`config.mk`:
```
export PLATFORM = sky130hd
export DESIGN_NAME = serial_adder
export DESIGN_NICKNAME = d
export VERILOG_FILES = /design/src/rtl/serial_adder_pkg.sv /design/src/rtl/fulladder.sv /design/src/rtl/serial_adder.sv
export SDC_FILE = /design/constraint.sdc
export NUM_CORES = 1
export LEC_CHECK = 0
export CAP_MARGIN = 20
export CORE_MARGIN = 4
export CORE_UTILIZATION = 49
export CTS_CLUSTER_DIAMETER = 60
export DETAILED_ROUTE_END_ITERATION = 16
export PLACE_DENSITY = 0.77
export SETUP_SLACK_MARGIN = 0.15
export SYNTH_ARGS = -nofsm -noshare
export SYNTH_HDL_FRONTEND = slang
export SYNTH_SLANG_ARGS = --single-unit
```
`constraint.sdc`:
```
create_clock -name clk -period 1.8 [get_ports clk]
set_clock_uncertainty 0.15 [all_clocks]
set_input_delay 0.27 -clock clk [delete_from_list [all_inputs] [get_ports clk]]
set_output_delay 0.27 -clock clk [all_outputs]
set_load 0.01 [all_outputs]
```
`src/rtl/serial_adder_pkg.sv`:
```
// Shared types and constants for the bit-serial adder.
// Imported by serial_adder and by anything that needs its state encoding.
package serial_adder_pkg;

  typedef enum logic [1:0] {
    IDLE  = 2'd0,
    SHIFT = 2'd1,
    DONE  = 2'd2
  } state_t;

  localparam int DEFAULT_WIDTH = 8;

  // Bit counter width; a 2-bit operand still needs one counter bit.
  function automatic int cnt_width(input int width);
    return (width < 2) ? 1 : $clog2(width);
  endfunction

endpackage

```
`src/rtl/fulladder.sv`:
```
// One-bit full adder cell, written as plain gate equations.
module fulladder (
  input  logic a,
  input  logic b,
  input  logic c_in,
  output logic sum,
  output logic c_out
);

  logic ab_xor;
  logic ab_and;
  logic cx_and;

  assign ab_xor = a ^ b;
  assign ab_and = a & b;
  assign cx_and = ab_xor & c_in;
  assign sum    = ab_xor ^ c_in;
  assign c_out  = ab_and | cx_and;

endmodule

```
`src/rtl/serial_adder.sv`:
```
// Bit-serial WIDTH-bit adder: one fulladder cell, LSB first, with the carry
// looped through a flop. Legal WIDTH range is 2..32.
module serial_adder
  import serial_adder_pkg::*;
#(
  parameter int WIDTH = DEFAULT_WIDTH
) (
  input  logic             clk,
  input  logic             reset,
  input  logic             start,
  input  logic [WIDTH-1:0] a,
  input  logic [WIDTH-1:0] b,
  input  logic             c_in,
  output logic             busy,
  output logic             done,
  output logic [WIDTH-1:0] sum,
  output logic             c_out
);

  localparam int CW = cnt_width(WIDTH);
  localparam logic [CW-1:0] LAST = CW'(WIDTH - 1);

  state_t           state_reg;
  logic [WIDTH-1:0] a_sh_reg;
  logic [WIDTH-1:0] b_sh_reg;
  logic [WIDTH-1:0] a_sh_next;
  logic [WIDTH-1:0] b_sh_next;
  // Bit 0 of the accumulator is only consumed on the completion edge,
  // where it comes straight from the next-value vector, so it is not stored.
  logic [WIDTH-1:1] acc_reg;
  logic [WIDTH-1:0] acc_next;
  logic             carry_reg;
  logic [CW-1:0]    cnt_reg;
  logic [WIDTH-1:0] sum_reg;
  logic             cout_reg;
  logic             busy_reg;
  logic             done_reg;

  logic fa_sum;
  logic fa_cout;
  logic cnt_last;

  fulladder u_fa (
    .a     (a_sh_reg[0]),
    .b     (b_sh_reg[0]),
    .c_in  (carry_reg),
    .sum   (fa_sum),
    .c_out (fa_cout)
  );

  genvar gi;
  generate
    for (gi = 0; gi < WIDTH; gi++) begin : g_shift
      if (gi == WIDTH - 1) begin : g_msb
        assign a_sh_next[gi] = 1'b0;
        assign b_sh_next[gi] = 1'b0;
        assign acc_next[gi]  = fa_sum;
      end else begin : g_low
        assign a_sh_next[gi] = a_sh_reg[gi+1];
        assign b_sh_next[gi] = b_sh_reg[gi+1];
        assign acc_next[gi]  = acc_reg[gi+1];
      end
    end
  endgenerate

  assign cnt_last = (cnt_reg == LAST);

  always_ff @(posedge clk) begin
    if (reset) begin
      state_reg <= IDLE;
      a_sh_reg  <= '0;
      b_sh_reg  <= '0;
      acc_reg   <= '0;
      carry_reg <= 1'b0;
      cnt_reg   <= '0;
      sum_reg   <= '0;
      cout_reg  <= 1'b0;
      busy_reg  <= 1'b0;
      done_reg  <= 1'b0;
    end else begin
      done_reg <= 1'b0;
      case (state_reg)
        IDLE, DONE: begin
          // DONE accepts a start exactly like IDLE so operations can chain.
          if (start) begin
            a_sh_reg  <= a;
            b_sh_reg  <= b;
            carry_reg <= c_in;
            cnt_reg   <= '0;
            busy_reg  <= 1'b1;
            state_reg <= SHIFT;
          end else begin
            busy_reg  <= 1'b0;
            state_reg <= IDLE;
          end
        end
        SHIFT: begin
          a_sh_reg  <= a_sh_next;
          b_sh_reg  <= b_sh_next;
          acc_reg   <= acc_next[WIDTH-1:1];
          carry_reg <= fa_cout;
          if (cnt_last) begin
            sum_reg   <= acc_next;
            cout_reg  <= fa_cout;
            done_reg  <= 1'b1;
            busy_reg  <= 1'b0;
            state_reg <= DONE;
          end else begin
            cnt_reg <= cnt_reg + CW'(1);
          end
        end
        default: begin
          busy_reg  <= 1'b0;
          state_reg <= IDLE;
        end
      endcase
    end
  end

  assign busy  = busy_reg;
  assign done  = done_reg;
  assign sum   = sum_reg;
  assign c_out = cout_reg;

endmodule
```
# == After elaboration in Yosys (flattened, before gate mapping) ==
# Cells that the tools add are included.
# Widths: inputs -> output; s select.
# op_classes
eq_ne,6
mux,16
n_reduce_logical,7
n_bitwise,6
n_addsub,1
# ops
operator,n
$pmux 8 s2,2
$mux 8,2
$mux 3,2
$ne 2x2->1 const B,3
$pmux 3 s2,1
$mux 1,5
$pmux 1 s2,2
$pmux 2 s2,1
$reduce_and 2->1,2
$reduce_or 2->1,2
$add 3x1->3 const B,1
$eq 3x3->1 const B,1
$reduce_and 3->1,1
$and 1x1->1,2
$eq 2x1->1 const B,1
$eq 2x2->1 const B,1
$logic_not 2->1,1
$mux 2,1
$reduce_bool 2->1,1
$xor 1x1->1,2
$not 1->1,1
$or 1x1->1,1
# word_totals
word_cells,46
out_inout_bits,11
in_bits,20
register_bits,40

# == Depth between registers and ports, before layout ==
# logic_depth
ltp_word,4
ltp_mapped,7
mapped_depth_nobuf,5

# == Modules after synthesis ==
# Synthesis repeated with hierarchy kept, for this count alone.
# unflattened
cells_unflattened,194
area_unflattened_um2,1636.6
# by_module_without_submodules
mod,seq_area_each_um2,area_per_inst_um2,instances,cells_each
serial_adder,800.8,1616.6,1,193
fulladder,0.0,20.0,1,1

# == Worst setup path before layout ==
# Ideal clock, no wire load.
# synth_path
path_type,register to register
start,register cnt_reg[0]
end,"register sum_reg[1], in the netlist sum[1]"
stages_incl_launch_ff,8
t_arrival_ns,1.286
path_slack_ns,0.293
synth_period_minus_slack_ns,1.507
path_buffers,2
cell_sequence,dfxtp_1 ha_1 ha_1 buf_2 nand3b_1 buf_2 nand2_1 a21oi_1
# synth_via
elab_chain_len,2
# synth_lines
item,line,source
"start, declared",serial_adder.sv:33,logic [CW-1:0] cnt_reg;
"start signal, assigned",serial_adder.sv:109,cnt_reg <= cnt_reg + CW'(1);
$eq 3x3->1,serial_adder.sv:66,assign cnt_last = (cnt_reg == LAST);
named net cnt_last,serial_adder.sv:41,logic cnt_last;
$reduce_and 2->1 (no line),--,
"end signal, assigned",serial_adder.sv:103,sum_reg <= acc_next;
"end, declared",serial_adder.sv:34,logic [WIDTH-1:0] sum_reg;
# The timed path passes the listed nets, and every way through them passes these cells.
# A chain may end at the register's enable or synchronous reset.

# == Worst setup path after layout ==
# layout_path
start,register cnt_reg[0]
end,register cnt_reg[2]
# layout_via
elab_chain_len,3
word_cells_on_any_way,6
cone_classes,add/sub (1); eq/ne (2); mux (2); reduce/logical (1)
# layout_lines
item,line
$eq 3x3->1,serial_adder.sv:66
named net cnt_last,serial_adder.sv:41
$ne 2x2->1 (no line),--
$reduce_and 3->1 (no line),--
# The timed path passes the listed nets, and every way through them passes these cells. The select of a mux whose other input is x is not followed.

==> flow_metrics.tcl <==
set metrics [dict create \
    clock_power_share_pct 35.3 \
    power_switching_uw 430 \
    multi_input_area_um2 659 \
    grt_pass1_vias 1362 \
    numCtsBuffers 5 \
    synth_area_um2 1530 \
    antenna_cells 0 \
    slowest_stage "or3b_4" \
    netlist_top_cells_area "dfxtp_1 52%, nor3_1 9.8%, a21oi_1 7.5%" \
    synth_mux_area_share_pct 0 \
    fin_nets 230 \
    max-cap-violations 0 \
    synth-seq-cells 40 \
    synthAdderAreaFrac_pct 2.95 \
    clock-sinks 40 \
    antenna_found_initial 0 \
    num_io_pins 31 \
    p_int_uw 1420 \
    hold_viol 0 \
    p_comb_share_pct 12.7 \
    whs_ns 0.309 \
    dieArea_um2 4070 \
    p_per_area_nw_per_um2 940 \
    antenna_left 0 \
    synthXorXnorAreaFrac_pct 0 \
    cp.required_ns 1.90 \
    period_share_pct 86.7 \
    start_util_pct 53.1 \
    yosys.area.top_type "dfxtp_1" \
    outcome "complete, no violations" \
    hp-class "in2reg" \
    hpwl_um 2200 \
    grt_max_degree 41 \
    pre_cts_ws_ns 0.119 \
    dr.pass1.iters 4 \
    insertion_delay_ns 0.35 \
    critPathBufInv 0 \
    critical_path_arrival_ns 1.66 \
    htreeDepth 2 \
    end_kind "flip-flop" \
    fmax_mhz 641 \
    cts_root_buf "clkbuf_4" \
    synth_cells 179 \
    power_uw 1850 \
    critical_path.top_delay_family "simple AND/OR/NAND/NOR gates" \
    slowest_delay_ns 0.40 \
    cts_tree "built" \
    syn_avg_cell_area_um2 8.53 \
    seqPwrFrac_pct 52.1 \
    grt_util_all_layers_pct 18.9 \
    yosysSeqAreaShare_pct 52.5 \
    setup_slack_ns 0.240 \
    synth_top_family_by_area "simple AND/OR/NAND/NOR gates" \
    setup.worst_path.start_class "flip-flop" \
    layout-drive-gt1-share_pct 9.13 \
    rsz0062_at_grt "false" \
    ys_warn_count 0 \
    setup_violations 0 \
    clkTransAtPathRegs_ns 0.11 \
    worstPathCellList "ha_1, ha_2, or3b_4, nand3_1, a21oi_1" \
    drt-initial-drc-count 106 \
    crit_type "reg2reg" \
    drc 0 \
    synth_compound_area_share_pct 13.7 \
    final_cell_area_um2 1960 \
    synth.distinct_cells 18 \
    synth_simple_gate_area_share_pct 25.5 \
    vdd.ir_drop.worst_uv 644 \
    wl_per_cell_um 13.2 \
    relSlewSlack_pct 80.6 \
    row_count 19 \
    synth_top_area_share_pct 52.5 \
    min_period_ns 1.56 \
    area_delta_synth_final_pct 28.7 \
    grt_first_pass_wirelength_um 6130 \
    cp_max_fo 4 \
    p_leak_uw 0.000761 \
    tightestPinTransition_ns 0.292 \
    vias 1324 \
    design.core.area_um2 2880 \
    setup_tns_ns 0 \
    die_x_um 63.8 \
    swShare_pct 23.3 \
    grt_overflow_total 0 \
    place_area_um2 1850 \
    report.final.slew_viol_count 0 \
    gp_congestion 0.724 \
    totalWireLength_um 3310 \
    mappedNetlistNets 202 \
    seqCellArea_um2 802 \
    clockBufferDepth 2 \
    portBuffers 30 \
    nFillCells 259 \
    viasPerCell 5.30 \
    die_h_um 63.8 \
]
-- repair_timing --
action                     CTS  global route
gates resized for setup     11             5
setup buffers                0             1
hold buffers                 0             0
setup endpoints to repair   14            14
-- area by class of cell --
type | count | area share, %
sequential | 40 | 40.8
tap | 42 | 2.68
clock inverter | 1 | 1.53
timing repair buffer | 37 | 18.1
clock buffer | 7 | 3.31
multi-input combinational | 123 | 33.6
-- path summary, 6_finish.rpt --
path,from,end,slack (ns),cells after the start
min,b[7],b_sh_reg[7]$_SDFFE_PP0P_,0.31,3
max,cnt_reg[0]$_SDFFE_PP0P_,cnt_reg[2]$_SDFFE_PP0P_,0.24,5
max reg2reg,cnt_reg[0]$_SDFFE_PP0P_,cnt_reg[2]$_SDFFE_PP0P_,0.24,5
min reg2reg,sum[3]$_SDFFE_PP0P_,sum[3]$_SDFFE_PP0P_,0.31,2
-- power groups by stage --
stage / Clock [µW] / Sequential (µW) / Combinational [µW]
6_report: 652 / 962 / 234
5_1_grt: 714 / 969 / 263
4_1_cts: 667 / 961 / 231
3_5_place_dp: 0 / 981 / 230
3_3_place_gp: 0 / 978 / 223
2_1_floorplan: 0 / 975 / 155
-- worst reg2reg max path: stages, from the launching register on --
cell and delay (ns):
dfxtp_2 0.35, ha_1 0.20, ha_2 0.20, or3b_4 0.40
nand3_1 0.09, a21oi_1 0.07
-- stage by stage --
stage | instances | util (%)
after global placement | 241 | 64.5
after CTS | 249 | 67.5
after global routing | 250 | 68.3
after detailed placement | 241 | 64.5
final | 250 | 68.3
after floorplan | 179 | -
-- cell usage in the layout (no fill, tap or decap), types with 2 or more instances in the layout --
| master | netlist | routed |
|---|---|---|
| nand2_1 | 27 | 27 |
| nand3_1 | 14 | 14 |
| nor3_1 | 30 | 30 |
| dfxtp_1 | 40 | 39 |
| clkbuf_4 | 0 | 5 |
| nor2_1 | 3 | 3 |
| dlygate4sd2_1 | 0 | 10 |
| clkbuf_8 | 0 | 2 |
| a21oi_1 | 23 | 23 |
| buf_4 | 3 | 6 |
| o22ai_1 | 15 | 15 |
| clkdlybuf4s50_1 | 0 | 19 |
| nand2b_1 | 3 | 3 |
-- synthesized netlist by cell type (all sizes together) --
| master | n |
|---|---|
| nor3b | 1 |
| nor2b | 1 |
| or3b | 1 |
| fa | 1 |
| ha | 2 |
| nand3 | 14 |
| nor3 | 30 |
| a21oi | 23 |
| buf | 12 |
| and2b | 1 |
| nor2 | 3 |
| nand3b | 1 |
| o22ai | 15 |
| nand2b | 3 |
| nand2 | 27 |
| dfxtp | 40 |
| clkbuf | 4 |
-- layer usage --
| metal | wire length, µm | GRT usage (%) |
|---|---|---|
| met1 | 1420 | 21.0 |
| met2 | 1670 | 32.8 |
| met3 | 165 | 7.01 |
| met4 | 57 | 7.28 |
| met5 | 0 | 0 |
-- logic make-up after synthesis --
logic type      count (synthesis)
compound gates                 38
fa+ha+maj                       3
flops                          40
simple gates                   82
buf+inv                        16
Power figures use the tool's default switching activity.
